$ cat src/rtl/acc_lut_pkg.sv
// Shared types and constants for the accumulator constant LUT and its arbiter.
package acc_lut_pkg;

  localparam int unsigned KEY_W     = 5;
  localparam int unsigned VAL_W     = 8;
  localparam int unsigned NUM_CONST = 8;

  typedef enum logic [1:0] {
    IDLE,
    LOOKUP,
    RESP
  } arb_state_t;

  // Keys of the defined LUT entries; anything >= NUM_CONST reads back as zero.
  localparam logic [KEY_W-1:0] KEY_MAX  = 5'd0;
  localparam logic [KEY_W-1:0] KEY_63   = 5'd1;
  localparam logic [KEY_W-1:0] KEY_ZERO = 5'd2;
  localparam logic [KEY_W-1:0] KEY_ONE  = 5'd3;
  localparam logic [KEY_W-1:0] KEY_64   = 5'd4;
  localparam logic [KEY_W-1:0] KEY_65   = 5'd5;
  localparam logic [KEY_W-1:0] KEY_66   = 5'd6;
  localparam logic [KEY_W-1:0] KEY_MSB  = 5'd7;

endpackage

$ cat src/rtl/acc_lut_arbiter_rr_pick.sv
// Combinational round-robin picker: first set request at or above i_ptr, with wrap.
module rr_pick #(
  parameter int unsigned NUM_REQ = 2,
  parameter int unsigned IDX_W   = (NUM_REQ > 1) ? $clog2(NUM_REQ) : 1
) (
  input  logic [NUM_REQ-1:0] i_req,
  input  logic [IDX_W-1:0]   i_ptr,
  output logic [NUM_REQ-1:0] o_gnt,
  output logic [IDX_W-1:0]   o_idx,
  output logic               o_any
);

  int unsigned w_j;

  always_comb begin
    o_gnt = '0;
    o_idx = '0;
    o_any = 1'b0;
    w_j   = 0;
    for (int unsigned k = 0; k < NUM_REQ; k++) begin
      w_j = (32'(i_ptr) + k) % NUM_REQ;
      if (!o_any && i_req[w_j]) begin
        o_any      = 1'b1;
        o_gnt[w_j] = 1'b1;
        o_idx      = IDX_W'(w_j);
      end
    end
  end

endmodule

$ cat src/rtl/acc_lut_arbiter.sv
// Round-robin arbiter sharing one combinational constant LUT between NUM_REQ requesters.
// Optional out-of-range key flag on rsp_err when ACC_LUT_ARB_KEYCHK_EN is defined.
module acc_lut_arbiter #(
  parameter int unsigned NUM_REQ   = 2,
  parameter int unsigned KEY_W     = acc_lut_pkg::KEY_W,
  parameter int unsigned VAL_W     = acc_lut_pkg::VAL_W,
  parameter int unsigned NUM_CONST = acc_lut_pkg::NUM_CONST
) (
  input  logic                     clk,
  input  logic                     reset,
  input  logic [NUM_REQ-1:0]       req_valid,
  input  logic [NUM_REQ*KEY_W-1:0] req_key,
  output logic [NUM_REQ-1:0]       req_ready,
  output logic [NUM_REQ-1:0]       rsp_valid,
  output logic [VAL_W-1:0]         rsp_value,
  output logic                     rsp_err,
  output logic                     lut_en,
  output logic [KEY_W-1:0]         lut_key,
  input  logic [VAL_W-1:0]         lut_value,
  output logic                     busy
);

  import acc_lut_pkg::*;

  localparam int unsigned IDX_W = (NUM_REQ > 1) ? $clog2(NUM_REQ) : 1;

  arb_state_t           r_state;
  arb_state_t           w_state_nxt;
  logic [IDX_W-1:0]     r_rr_ptr;
  logic [IDX_W-1:0]     r_id_q;
  logic [KEY_W-1:0]     r_key_q;
  logic [NUM_REQ-1:0]   r_rsp_valid;
  logic [VAL_W-1:0]     r_rsp_value;
  logic [NUM_REQ-1:0]   w_win_gnt;
  logic [IDX_W-1:0]     w_win_idx;
  logic                 w_any;
  logic                 w_accept;
  logic [KEY_W-1:0]     w_keys [NUM_REQ];

  for (genvar g = 0; g < NUM_REQ; g++) begin : g_keys
    assign w_keys[g] = req_key[g*KEY_W +: KEY_W];
  end

  rr_pick #(
    .NUM_REQ (NUM_REQ),
    .IDX_W   (IDX_W)
  ) u_rr_pick (
    .i_req (req_valid),
    .i_ptr (r_rr_ptr),
    .o_gnt (w_win_gnt),
    .o_idx (w_win_idx),
    .o_any (w_any)
  );

  // Handshake is gated by reset so req_ready reads zero while reset is held.
  assign w_accept = (r_state == IDLE) && w_any && !reset;

  always_ff @(posedge clk or posedge reset) begin
    if (reset) r_state <= IDLE;
    else       r_state <= w_state_nxt;
  end

  always_comb begin
    w_state_nxt = r_state;
    req_ready   = '0;
    lut_en      = 1'b0;
    lut_key     = '0;
    busy        = (r_state != IDLE);
    case (r_state)
      IDLE: begin
        if (w_accept) begin
          req_ready   = w_win_gnt;
          w_state_nxt = LOOKUP;
        end
      end
      LOOKUP: begin
        lut_en      = 1'b1;
        lut_key     = r_key_q;
        w_state_nxt = RESP;
      end
      RESP:    w_state_nxt = IDLE;
      default: w_state_nxt = IDLE;
    endcase
  end

  // Held request, rotating pointer and the registered response.
  always_ff @(posedge clk or posedge reset) begin
    if (reset) begin
      r_rr_ptr    <= '0;
      r_id_q      <= '0;
      r_key_q     <= '0;
      r_rsp_valid <= '0;
      r_rsp_value <= '0;
    end else begin
      r_rsp_valid <= '0;
      if (w_accept) begin
        r_key_q  <= w_keys[w_win_idx];
        r_id_q   <= w_win_idx;
        r_rr_ptr <= (w_win_idx == IDX_W'(NUM_REQ - 1)) ? '0 : IDX_W'(w_win_idx + 1'b1);
      end
      if (r_state == LOOKUP) begin
        r_rsp_value         <= lut_value;
        r_rsp_valid[r_id_q] <= 1'b1;
      end
    end
  end

  assign rsp_valid = r_rsp_valid;
  assign rsp_value = r_rsp_value;

`ifdef ACC_LUT_ARB_KEYCHK_EN
  logic r_rsp_err;

  always_ff @(posedge clk or posedge reset) begin
    if (reset)                  r_rsp_err <= 1'b0;
    else if (r_state == LOOKUP) r_rsp_err <= (32'(r_key_q) >= NUM_CONST);
  end

  assign rsp_err = r_rsp_err;
`else
  assign rsp_err = 1'b0;
`endif

endmodule
$ cat config.mk
export PLATFORM = sky130hd
export DESIGN_NAME = acc_lut_arbiter
export DESIGN_NICKNAME = d
export VERILOG_FILES = /design/src/rtl/acc_lut_pkg.sv /design/src/rtl/acc_lut_arbiter_rr_pick.sv /design/src/rtl/acc_lut_arbiter.sv
export SDC_FILE = /design/constraint.sdc
export NUM_CORES = 1
export LEC_CHECK = 0
export ABC_AREA = 1
export BUFFER_PORTS_ARGS = -buffer_cell sky130_fd_sc_hd__buf_2
export CAP_MARGIN = 10
export CORE_MARGIN = 2
export CORE_UTILIZATION = 43
export CTS_CLUSTER_DIAMETER = 100
export DETAILED_ROUTE_END_ITERATION = 7
export PLACE_DENSITY = 0.75
export SLEW_MARGIN = 30
export SYNTH_ARGS = -nofsm -noshare
export SYNTH_HDL_FRONTEND = slang
export SYNTH_SLANG_ARGS = --single-unit
$ cat constraint.sdc
create_clock -name clk -period 1.1 [get_ports clk]
set_input_delay 0.165 -clock clk [delete_from_list [all_inputs] [get_ports clk]]
set_output_delay 0.165 -clock clk [all_outputs]
set_load 0.02 [all_outputs]
=== Word-level counts from Yosys, hierarchy flattened ===
Index checks and enable logic that the tools add are counted.
Widths: inputs -> output; s select.

* Logic and storage cells: 56
* Input port bits: 22
* Register bits after elaboration: 19
* Output and inout port bits: 20

* Order comparisons: 7
* Reduce and logical (&&, ||, !) cells: 10
* Eq/ne operators: 2
* $add $sub $neg: 2
* Bitwise gates (word level): 2
* Mux-type cells: 27

{| class="wikitable"
|+ Operators by type and width
! kind !! number
|-
| $mux 5 || 4
|-
| $mux 1 || 13
|-
| $mux 2 || 6
|-
| $logic_and 1x1->1 || 6
|-
| $lt 1x2->1 const B || 3
|-
| $pmux 2 s2 || 1
|-
| $demux 1 s1 || 3
|-
| $ge 1x1->1 const B || 3
|-
| $add 1x1->1 const B || 2
|-
| $eq 2x1->1 const B || 1
|-
| $ge 2x2->1 const B || 1
|-
| $logic_not 1->1 || 2
|-
| $logic_not 2->1 || 1
|-
| $ne 2x2->1 const B || 1
|-
| $not 1->2 || 1
|-
| $or 2x2->2 || 1
|-
| $reduce_bool 2->1 || 1
|}

=== Logic depth before layout (Yosys ltp) ===
* Depth in word-level cells: 10
* Gate-level depth with buffers: 6

=== Cells and area by module ===
From an unflattened synthesis, not the netlist that was laid out.

* Cells, all modules: 127
* Area, all modules: 909.6 µm²

{| class="wikitable"
|+ By module, submodules not included
! module !! area each (µm²) !! times used !! seq. area each (µm²) !! cells each
|-
| acc_lut_arbiter || 854.6 || 1 || 475.5 || 113
|-
| rr_pick || 55.1 || 1 || 0.0 || 14
|}

=== Worst setup path after synthesis ===
OpenSTA, ideal clock, no wires.

* Path kind: register to output
* Start point: register r_state[1]
* End point: output port lut_key[0]
* Required time: 0.935 ns
* Path buffers: 1
* Cell stages (with the launch flop): 5
* Arrival: 0.987 ns
* Path slack: -0.052 ns
* Cell sequence: dfrtp_1 inv_4 nand2_2 buf_6 nor2_1

* Word-level cells in the longest chain between the ends: 2

{| class="wikitable"
|+ RTL lines
! element !! RTL line !! text
|-
| start, declared || acc_lut_arbiter.sv:27 || <nowiki>arb_state_t r_state;</nowiki>
|-
| start signal, assigned || acc_lut_arbiter.sv:60 || <nowiki>else r_state <= w_state_nxt;</nowiki>
|-
| $eq 2x1->1 || acc_lut_arbiter.sv:69 || <nowiki>case (r_state)</nowiki>
|-
| $mux 5 || acc_lut_arbiter.sv:69 ||
|-
| end, declared || acc_lut_arbiter.sv:18 || <nowiki>output logic [KEY_W-1:0] lut_key,</nowiki>
|}

No other way between the ends.

=== Final worst setup path ===
* Start point: register r_state[1]
* End point: output port req_ready[1]

* Word-level cells in the longest chain between the ends: 5

{| class="wikitable"
|+ RTL lines
! element !! RTL line !! text
|-
| $logic_not 2->1 (*) || acc_lut_arbiter.sv:56, acc_lut_arbiter.sv:69 ||
|-
| $logic_and 1x1->1 (2 in a row) || acc_lut_arbiter.sv:56 || <nowiki>assign w_accept = (r_state == IDLE) && w_any && !reset;</nowiki>
|-
| $mux 2 || acc_lut_arbiter.sv:71 || <nowiki>if (w_accept) begin</nowiki>
|-
| $mux 2 (*) || acc_lut_arbiter.sv:69 ||
|-
| end, declared || acc_lut_arbiter.sv:13 || <nowiki>output logic [NUM_REQ-1:0] req_ready,</nowiki>
|}

Mark *: on every way between the ends. The rest lies on a longest branch, timed or not.

==> results.txt <==
Signed area change from the synthesized netlist to the final layout: 41.6%. The worst-path cell with the longest stage delay was sky130_fd_sc_hd__dfrtp_1. After floorplanning, the core was divided into 16 placement rows. The time the worst path needs with I/O delays and setup is 1.37 ns, and the pin count of the biggest net entering global routing is 20. The run finished, with violations left. In this run the static leakage power is 0.722 nW.

The tools report the root buffer cell as sky130_fd_sc_hd__clkbuf_4. Counting both buffers and inverters, the worst setup path holds a total of 3. The total overflow reported by the global router came out at 0. The worst hold path belongs to the class primary input to register. The total via count in the routed design is 831. The non-filler instance count after layout came out at 181.

The average cell area after synthesis came out at 8.34 um2. Ranked by total cell area, the synthesized netlist is headed by sky130_fd_sc_hd__dfrtp_1 (55%), sky130_fd_sc_hd__nand2_1 (15%), sky130_fd_sc_hd__nand3_1 (8.7%), sky130_fd_sc_hd__inv_1 (5.6%), sky130_fd_sc_hd__nor2_1 (3.9%). In this run the power density over the cells is 1650 mW/mm2. The number of max-capacitance violations reported came out at 0. The port buffer count was 40. The register bit count reported by yosys works out to 19.

In this run the cell area of the synthesized design comes to 867 um2. The total area inside the core boundary comes to 0.00192 mm2. The number of failing setup endpoints in the final timing report is 14, and the highest cell delay on the worst timing path is 0.43 ns.

In this design, the largest share of critical-path delay is due to flip-flops. The die covers 0.00239 mm2. The first global-routing pass estimated 3250 um of wire. Synthesis produced a netlist with a net count of 126. The later pin in the worst-skew pair is clocked with a latency of 0.29 ns. The type of the setup path with the least slack is register to primary output.

The via density per instance was 4.59. Walking the worst path, the cells encountered are inv_4, nand2_4, nor2_4, nand2_2, inv_2, buf_6. The clock transition at the registers of the reported paths works out to 0.10 ns.

The tools report the post-route total power as 0.00202 W. The tools report the via count of the first global-routing pass as 811. TritonCTS built the clock tree. The deepest level of the CTS H-tree is 1, and the setup slack after layout is -0.269 ns.

Setup repair after global routing could not meet its margin everywhere. The logs give 0.548 for the sequential fraction of the synthesis area and 0 for the antenna diode count. Between clock sinks in the finished design, the worst skew comes to 0.00589 ns. The clock passes through at most 2 buffers.

Synthesis produced 104 cells. Based on the critical path, the design can be clocked at up to 730 MHz. The count of nets left with antenna violations once routing finished came out at 0.

Final HPWL from detailed placement: 1420 um. The final layout contains 177 nets. The floorplan step set the die width to 48.9 um. The number of cells in the design after placement came out at 174. The synthesized design spends more area on one cell type than any other, namely sky130_fd_sc_hd__dfrtp_1. The portion of the clock cycle consumed by the worst path in the final layout is 1.24, and the final hold slack is 0.0601 ns.

The worst setup path is launched from a register. The total routed wirelength is 1830 um. The starting density of the core is 0.451. In this run the worst path has a maximum fanout of 3. Counting every sink on the clock net gives 19. TritonCTS created 3 clock buffers.

The synthesized netlist contains 17 unique library cells. The worst setup path is captured at a primary output. The share of post-route cells with drive strength above 1 works out to 0.448.

The tools report the number of pins with negative max-slew slack in the final report as 0. During synthesis, Yosys emitted a total of 0 warnings. Vertical extent of the die: 48.9 um. The number of primary I/O pins is 42, and the setup TNS is -2.08 ns. Violation count after the first detailed-route iteration: 16. The data arrival time at the worst-slack endpoint is 1.20 ns. The number of DRC violations after detailed routing came out at 0.

The final hold violation count came out at 0. The initial antenna violation count came out at 0. The logs give 0.730 for the final weighted congestion of routability-driven global placement and 0.94 ns for the required time of the critical path. The fraction of post-synthesis cell area in the top cell type by area was 0.548. For the total routing usage reported by global routing, the log shows 0.172. Wire length per cell after detailed routing: 10.1 um.

The first detailed-routing pass took 4 iterations. The final reports fail on negative setup slack. The worst-case IR drop observed on VDD is 1.38 mV.
==> synthesized netlist by cell type, drive strengths merged <==
library cell  number
a21oi              1
buf                3
nand3             16
o21ai              1
nor2              11
conb               1
inv               16
nand2             36
dfrtp             19
==> registers in the layout, summed over array words and instances (netlist names) <==
signal and count:
r_id_q 1, rsp_valid 2, r_state 2, r_key_q 5, r_rr_ptr 1, rsp_value 8
==> layer usage <==
metal	global-route usage	share of wire
met2	0.315	0.52
met1	0.201	0.40
met4	0.0571	0.0099
met3	0.0307	0.070
met5	0	0
==> power breakdown <==
| group | internal, W | switching [W] | total (W) |
|---|---|---|---|
| Clock | 0.000135 | 0.000202 | 0.000337 |
| Combinational | 0.000288 | 0.000445 | 0.000733 |
| Sequential | 0.000864 | 0.0000900 | 0.000954 |
| Total | 0.00129 | 0.000737 | 0.00202 |
==> worst register-to-register path, cell delays in order (launching register included) <==
cell	delay (ns)
sky130_fd_sc_hd__dfrtp_1	0.43
sky130_fd_sc_hd__inv_4	0.09
sky130_fd_sc_hd__nand2_4	0.06
sky130_fd_sc_hd__nor2_4	0.11
sky130_fd_sc_hd__buf_4	0.13
sky130_fd_sc_hd__buf_6	0.12
sky130_fd_sc_hd__nand3_1	0.07
sky130_fd_sc_hd__nand3_1	0.09
==> per-stage QoR <==
| step | util | worst slack [ns] | area [um2] |
|---|---|---|---|
| after floorplan | - | -0.0516 | 867 |
| after global placement | 0.581 | 0.0574 | 1120 |
| after detailed placement | 0.581 | 0.00922 | 1120 |
| after CTS | 0.619 | -0.303 | 1190 |
| after global routing | 0.639 | -0.359 | 1230 |
| final | 0.639 | -0.269 | 1230 |
==> layout by cell type (no fill, tap or decap) <==
cell type / synthesis / routed
sky130_fd_sc_hd__nand2_4: 1 / 2
sky130_fd_sc_hd__buf_4: 1 / 13
sky130_fd_sc_hd__o21ai_1: 1 / 1
sky130_fd_sc_hd__nand3_1: 15 / 15
sky130_fd_sc_hd__inv_2: 2 / 4
sky130_fd_sc_hd__dfrtp_1: 19 / 19
sky130_fd_sc_hd__inv_1: 13 / 11
sky130_fd_sc_hd__clkbuf_4: 0 / 3
sky130_fd_sc_hd__nand2_2: 1 / 2
sky130_fd_sc_hd__buf_6: 2 / 3
sky130_fd_sc_hd__nand2_1: 34 / 32
sky130_fd_sc_hd__nor2_2: 1 / 5
sky130_fd_sc_hd__a21oi_2: 1 / 1
sky130_fd_sc_hd__inv_4: 1 / 1
sky130_fd_sc_hd__conb_1: 1 / 1
sky130_fd_sc_hd__clkinv_2: 0 / 1
sky130_fd_sc_hd__nor2_1: 9 / 5
sky130_fd_sc_hd__dlygate4sd3_1: 0 / 1
sky130_fd_sc_hd__buf_2: 0 / 32
sky130_fd_sc_hd__nor2_4: 1 / 1
sky130_fd_sc_hd__nand3_4: 0 / 1
==> final timing paths <==
kind	start	end	slack [ns]	depth (start not counted)
min reg2reg	r_id_q	rsp_valid[0]	0.43	1
min	lut_value[3]	rsp_value[3]	0.06	3
min in group asynchronous	reset	r_key_q[1]	0.55	4
max reg2reg	r_state[1]	r_key_q[1]	-0.04	7
max in group asynchronous	reset	r_key_q[4]	0.35	4
max	r_state[1]	req_ready[1]	-0.27	6
==> logic make-up (layout without fill, tap and decap cells) <==
logic type,count (synthesis),count (layout),share of synthesized area
buffers and inverters,19,69,0.107
and+or+nand+nor,63,63,0.325
other,1,1,0.00432
DFF,19,19,0.548
AOI/OAI and AO/OA,2,2,0.0159
==> area by class of cell <==
type	instances	area, um2
multi-input cells	66	327
clock buffers	3	22.5
clock inverters	1	5.00
repair buffers	49	302
fillers	190	694
flip-flops and latches	19	475
well taps	27	33.8
inverters	16	62.6
==> timing repair <==
action,4_1_cts,5_1_grt
pin swaps,2,2
setup endpoints to repair,9,21
hold buffers,1,0
buffers inserted,2,0
endpoints found under the hold margin,19,0
gates resized for setup,8,12
(Power assumes the default switching activity.)
